File: src/rtl/fibonacci_gen_pkg.sv
// Shared definitions for the Fibonacci term generator: FSM state encoding
// and the default datapath width.
package fibonacci_gen_pkg;

    localparam int FIB_DEFAULT_WIDTH = 8;

    typedef enum logic {
        IDLE = 1'b0,
        CALC = 1'b1
    } fib_state_e;

endpackage : fibonacci_gen_pkg

File: src/rtl/fibonacci_gen.sv
// Iterative Fibonacci generator: computes F(n) mod 2^WIDTH, one iteration
// per clock, and reports completion with a single-cycle done pulse.
module fibonacci_gen
    import fibonacci_gen_pkg::*;
#(
    parameter int WIDTH = FIB_DEFAULT_WIDTH
) (
    input  logic             clk,
    input  logic             rst,
    input  logic             start,
    input  logic [WIDTH-1:0] n,
    output logic [WIDTH-1:0] fib,
    output logic             busy,
    output logic             done
);

    fib_state_e       state_q;
    logic [WIDTH-1:0] cnt_q;
    logic [WIDTH-1:0] a_q;
    logic [WIDTH-1:0] b_q;
    logic [WIDTH-1:0] fib_q;
    logic             done_q;
    logic [WIDTH-1:0] sum_d;

    // The single adder of the datapath; wrap-around is intentional.
    assign sum_d = a_q + b_q;

    always_ff @(posedge clk or negedge rst) begin
        if (!rst) begin
            state_q <= IDLE;
            cnt_q   <= '0;
            a_q     <= '0;
            b_q     <= '0;
            fib_q   <= '0;
            done_q  <= 1'b0;
        end else begin
            done_q <= 1'b0;
            case (state_q)
                IDLE: begin
                    if (start) begin
                        cnt_q   <= n;
                        a_q     <= '0;
                        b_q     <= WIDTH'(1);
                        state_q <= CALC;
                    end
                end
                CALC: begin
                    if (cnt_q != '0) begin
                        a_q   <= b_q;
                        b_q   <= sum_d;
                        cnt_q <= cnt_q - WIDTH'(1);
                    end else begin
                        fib_q   <= a_q;
                        done_q  <= 1'b1;
                        state_q <= IDLE;
                    end
                end
                default: state_q <= IDLE;
            endcase
        end
    end

    assign fib  = fib_q;
    assign done = done_q;
    assign busy = (state_q == CALC);

endmodule : fibonacci_gen

File: config.mk
export PLATFORM = sky130hd
export DESIGN_NAME = fibonacci_gen
export DESIGN_NICKNAME = d
export VERILOG_FILES = /design/src/rtl/fibonacci_gen_pkg.sv /design/src/rtl/fibonacci_gen.sv
export SDC_FILE = /design/constraint.sdc
export NUM_CORES = 1
export LEC_CHECK = 0
export CORE_AREA = 2 2 58 60
export CTS_CLUSTER_SIZE = 10
export DETAILED_ROUTE_END_ITERATION = 10
export DIE_AREA = 0 0 60 62
export PLACE_DENSITY = 0.77
export SYNTH_ARGS = -nofsm -noshare
export SYNTH_HDL_FRONTEND = slang
export SYNTH_SLANG_ARGS = --single-unit
File: constraint.sdc
create_clock -name clk -period 5.2 [get_ports clk]
set_input_delay 1.04 -clock clk [delete_from_list [all_inputs] [get_ports clk]]
set_output_delay 1.04 -clock clk [all_outputs]
set_load 0.1 [all_outputs]
==> impl_metrics.tcl, run 1 <==
set metrics [dict create \
    status "finished clean" \
    powerDensity_nw_per_um2 730 \
    worstPathCellList "clkdlybuf4s50_1" \
    cts_resized 0 \
    synth_area_per_cell_sq_um 10.2 \
    grt_pass1_vias 1347 \
    route.vias.total 1377 \
    n_antenna_cell 0 \
    die_h_um 62 \
    worstPathRequired_ns 4.16 \
    grt_overflow 0 \
    grt_antenna_before_repair 0 \
    drv_cap 0 \
    syn-num-nets 192 \
    initial_utilization 0.549 \
    whs_endpoint "fib[0]" \
    synth_area_sq_um 1750 \
    vias_per_cell 5.71 \
    cts-root-buf "clkbuf_4" \
    cp_data_arrival_time_ns 2.18 \
    timing.setup.tns_ns 0 \
    final_common_cell "dfrtp_1" \
    drt_iter0_markers 72 \
    hold_depth 2 \
    wl_per_cell_um 14.5 \
    clock_path_buffers 2 \
    drc 0 \
    tightest_slew_ns 0.968 \
    crit_slowest_cell "clkdlybuf4s50_1" \
    finalWirelength_um 3490 \
    dp_hpwl_um 2590 \
    fin_nets 215 \
    cts_setup_buffers 0 \
    final_util 0.657 \
    cts_hold_buf 0 \
    p_total_w 0.00153 \
    fp-row-count 21 \
    crit_path_end_kind "output port" \
    die_w_um 60 \
    p_leak_nw 0.965 \
    nFillCells 245 \
    yosysUniqueCellTypes 43 \
    drtAntennaViolNets 0 \
    setup-violations-final 0 \
    clk_pin_slew_ns 0.11 \
    drive_above_1_share 0.0923 \
    synth_cells 171 \
    rsz0062_at_grt "no" \
    worst_r2r_endpoint "cnt_q[6]" \
    multiInputGateArea_sq_um 833 \
    ys_ff_latch 34 \
    min_path_type "reg2reg" \
    critPathKind "reg2out" \
    grt_first_pass_wirelength_um 5910 \
    finalClockSkew_ns 0.00936 \
    tritoncts "done" \
    cts_sinks 34 \
    cts.htree.levels 2 \
    worst_ir_drop_vdd_mv 0.501 \
    hold_viol_final 0 \
    place_congestion 0.848 \
    core_area_sq_um 3180 \
    syn2layout_area_growth_pct 19.6 \
    critical_path.top_delay_family "buffers and inverters" \
    fin_crit_ns 3.22 \
    synth_seq_area_share 0.487 \
    firstDrtPassIters 4 \
    clock_latency_ns 0.35 \
    start_kind "flip-flop" \
    grt_max_degree 35 \
    seq_area_sq_um 851 \
    die-area_sq_um 3720 \
    io_buffers 20 \
    finalMaxSlewViolations 0 \
    r2r_cells 8 \
    r2r_slack_ns 2.71 \
    final_cell_mix "34 x dfrtp_1, 32 x nand2_1, 20 x clkdlybuf4s50_1" \
    critPathMaxFanout 15 \
    finalCritPeriodShare 0.620 \
    relSlewSlack 0.353 \
    max_clock_freq_mhz 310 \
    yosysWarnings 0 \
    critical_path.max_stage_delay_ns 1.22 \
    numCtsBuffers 5 \
    path_buf_inv 1 \
    grtUsageTotal 0.221 \
    r2r-start "cnt_q[0]" \
    min_from "fib[0]" \
    pin_count 21 \
]
through the flow:
| stage | setup WS (ns) | instance area [sq um] | cells | hold WS [ns] |
|---|---|---|---|---|
| 6_report | 1.98 | 2090 | 241 | 0.481 |
| 5_1_grt | 1.86 | 2090 | 241 | 0.513 |
| 4_1_cts | 1.96 | 2090 | 241 | 0.488 |
| 3_5_place_dp | 2.35 | 1980 | 233 | 0.462 |
| 3_3_place_gp | 2.37 | 1980 | 233 | 0.458 |
| 2_1_floorplan | 3.18 | 1750 | 171 | 0.467 |
state kept, by name (all words and copies together) (netlist names):
register  count
fib           8
cnt_q         8
done          1
busy          1
b_q           8
a_q           8
layout make-up:
class | count | area share
Clock buffer | 5 | 0.0180
Clock inverter | 3 | 0.0329
Inverter | 9 | 0.0162
Multi-Input combinational cell | 123 | 0.399
Sequential cell | 34 | 0.407
Tap cell | 46 | 0.0275
Timing Repair Buffer | 21 | 0.0994
cells by family (layout without fill, tap and decap cells):
family | after synthesis | count (layout) | share of synthesized area
xor+xnor | 5 | 5 | 0.0251
simple gates | 56 | 56 | 0.165
mux | 1 | 1 | 0.00573
flops | 34 | 34 | 0.487
buf+inv | 14 | 38 | 0.0358
compound gates | 51 | 51 | 0.205
fa+ha+maj | 10 | 10 | 0.0759
Yosys cell counts:
cell | count | share of area
dfrtp_1 | 34 | 0.49
nand2_1 | 32 | 0.069
a22o_1 | 13 | 0.065
a21oi_1 | 9 | 0.026
ha_1 | 9 | 0.064
inv_1 | 6 | 0.013
nor2_1 | 6 | 0.013
o21ai_0 | 6 | 0.017
o21ai_1 | 6 | 0.017
nand3_1 | 5 | 0.014
inv_2 | 3 | 0.0064
xnor2_1 | 3 | 0.015
a211oi_1 | 2 | 0.0086
a21oi_2 | 2 | 0.010
a31oi_1 | 2 | 0.0072
buf_2 | 2 | 0.0057
buf_4 | 2 | 0.0086
nand4_1 | 2 | 0.0072
nor3_4 | 2 | 0.019
xor2_1 | 2 | 0.010
a21o_1 | 1 | 0.0043
a22oi_1 | 1 | 0.0043
a2bb2oi_1 | 1 | 0.0050
and2_1 | 1 | 0.0036
and3_1 | 1 | 0.0036
clkbuf_1 | 1 | 0.0021
fa_1 | 1 | 0.011
mux2i_1 | 1 | 0.0057
nand2b_1 | 1 | 0.0036
nand3b_1 | 1 | 0.0043
nand4b_1 | 1 | 0.0050
nor2b_1 | 1 | 0.0036
nor3_1 | 1 | 0.0029
nor4b_4 | 1 | 0.014
o2111ai_1 | 1 | 0.0050
o211a_1 | 1 | 0.0057
o211ai_1 | 1 | 0.0043
o21a_1 | 1 | 0.0043
o21ai_2 | 1 | 0.0050
o21bai_1 | 1 | 0.0043
o221a_1 | 1 | 0.0064
o22a_1 | 1 | 0.0050
or3_1 | 1 | 0.0036
metal layers:
metal  wire [um]  track usage  vias to the layer above
met4          80       0.0952                        0
met3         180       0.0642                        9
met5           0            0                        -
met1        1610        0.286                      668
met2        1620        0.348                       36
li1            -            -                      664
power by group:
| group | internal (W) | switching [W] | total [W] |
|---|---|---|---|
| clock network | 0.000150 | 0.0000963 | 0.000247 |
| registers | 0.000386 | 0.000120 | 0.000506 |
| logic | 0.000339 | 0.000434 | 0.000773 |
how the worst max path moves through the flow:
stage	start	end	slack, ns	cells after the start
after floorplan	busy	busy	3.18	0
after global placement	busy	busy	2.37	1
after detailed placement	busy	busy	2.35	1
after CTS	busy	busy	1.96	1
after global routing	busy	busy	1.86	1
final	busy	busy	1.98	1
(Power assumes the default switching activity.)
==> run 2, diff against run 1 <==
Settings changed: CORE_AREA 2 2 58 60 to 2 2 63 65, DIE_AREA 0 0 60 62 to 0 0 65 67, PLACE_DENSITY 0.77 to 0.69.
Clock period 5.2 ns to 2.8 ns, I/O delays scaled along.
==> impl_metrics.tcl, run 2 (synthesis gave the netlist of run 1 again) <==
set metrics [dict create \
    status "finished clean" \
    final_design_area_no_fill_sq_um 2070 \
    die_w_um 65 \
    critPathKind "reg2reg" \
    grt_first_pass_wirelength_um 6250 \
    hold_viol_final 0 \
    numCtsBuffers 5 \
    p_leak_nw 0.985 \
    grt_pass1_vias 1277 \
    finalNonFillerCells 245 \
    grt_max_degree 35 \
    initial_utilization 0.484 \
    cts-root-buf "clkbuf_8" \
    drc 0 \
    cts.htree.levels 2 \
    place_congestion 0.837 \
    fin_nets 217 \
    die-area_sq_um 4360 \
    clock_latency_ns 0.29 \
    max_clock_freq_mhz 444 \
    crit_path_end_kind "flip-flop" \
    grt_overflow 0 \
    finalClockSkew_ns 0.00820 \
    cts_hold_buf 0 \
    cp_data_arrival_time_ns 2.42 \
    dp_hpwl_um 2650 \
    n_antenna_cell 0 \
    final_util 0.574 \
    worstPathRequired_ns 2.97 \
    drv_cap 0 \
    min_path_type "reg2reg" \
    pin_count 21 \
    place_area_sq_um 1980 \
    clk_pin_slew_ns 0.07 \
    drt_iter0_markers 114 \
    cts_setup_buffers 0 \
    drtAntennaViolNets 0 \
    grt_antenna_before_repair 0 \
    wl_per_cell_um 15.0 \
    final_cell_mix "34 x dfrtp_1, 32 x nand2_1, 13 x a22o_1, 13 x buf_4, 10 x clkdlybuf4s50_1" \
    start_kind "flip-flop" \
    cts_resized 0 \
    finalWirelength_um 3660 \
    fp-row-count 22 \
    relSlewSlack 0.666 \
    core_area_sq_um 3610 \
    finalMaxSlewViolations 0 \
    cts_sinks 34 \
    worst_ir_drop_vdd_mv 0.686 \
    tightest_slew_ns 0.502 \
    die_h_um 67 \
    final_common_cell "dfrtp_1" \
    clock_path_buffers 2 \
    fin_crit_ns 2.25 \
    io_buffers 20 \
    finalCritPeriodShare 0.805 \
    powerDensity_nw_per_um2 1330 \
    drive_above_1_share 0.152 \
    vias_per_cell 5.60 \
    syn2layout_area_growth_pct 18.6 \
    timing.setup.tns_ns 0 \
    firstDrtPassIters 4 \
    route.vias.total 1372 \
    dpl.cell_count 237 \
    rsz0062_at_grt "no" \
    tritoncts "done" \
    critPathMaxFanout 11 \
    grtUsageTotal 0.194 \
    setup-violations-final 0 \
]
run 2: cell types whose count changed in the layout (fill, tap and decap cells not counted), sizes merged:
cell,delta
clkdlybuf4s50,-10
clkbuf,+1
bufinv,-2
clkinvlp,+1
buf,+12
run 2: where the power goes:
group          leakage (nW)  internal [W]  total, W  switching, W
clock network        0.0472      0.000198  0.000384      0.000186
registers             0.412      0.000718  0.000943      0.000224
logic                 0.525      0.000613   0.00142      0.000809
run 2: final timing paths:
| check | slack, ns | from | end | depth (start not counted) |
|---|---|---|---|---|
| worst max-delay path | 0.55 | cnt_q[0] | cnt_q[6] | 8 |
| worst min-delay path | 0.48 | fib[1] | fib[1] | 2 |
| worst max register to register | 0.55 | cnt_q[0] | cnt_q[6] | 8 |
| worst min register to register | 0.48 | fib[1] | fib[1] | 2 |
| max in group asynchronous | 1.82 | rst | cnt_q[2] | 2 |
| min in group asynchronous | 0.68 | rst | a_q[2] | 2 |
run 2: layer usage:
layer  vias up  global-route usage  wire (um)
met1       663               0.258       1710
li1        668                   -          -
met3         4              0.0524        187
met2        37               0.309       1730
met4         0              0.0559         31
met5         -                   0          0
run 2: per-stage QoR:
stage	setup WS (ns)	hold WS, ns	total power, W
global placement	0.664	0.465	0.00229
detailed placement	0.569	0.465	0.00236
global route	0.339	0.501	0.00297
finish	0.547	0.475	0.00275
CTS	0.547	0.483	0.00276
floorplan	0.816	0.264	0.00204
run 2: critical path, stage by stage (launching register included):
cell     delay (ns)
dfrtp_1        0.43
inv_1          0.14
ha_1           0.18
nor4b_4        0.25
nand3_1        0.36
o21ai_2        0.34
inv_2          0.13
o21a_1         0.13
o22a_1         0.17
run 2: layout make-up:
type / count / area (sq um)
repair buffers: 23 / 198
fillers: 309 / 1540
clock inverters: 2 / 12.5
inverters: 9 / 33.8
multi-input cells: 123 / 833
flip-flops and latches: 34 / 851
well taps: 48 / 60.1
clock buffers: 6 / 82.6
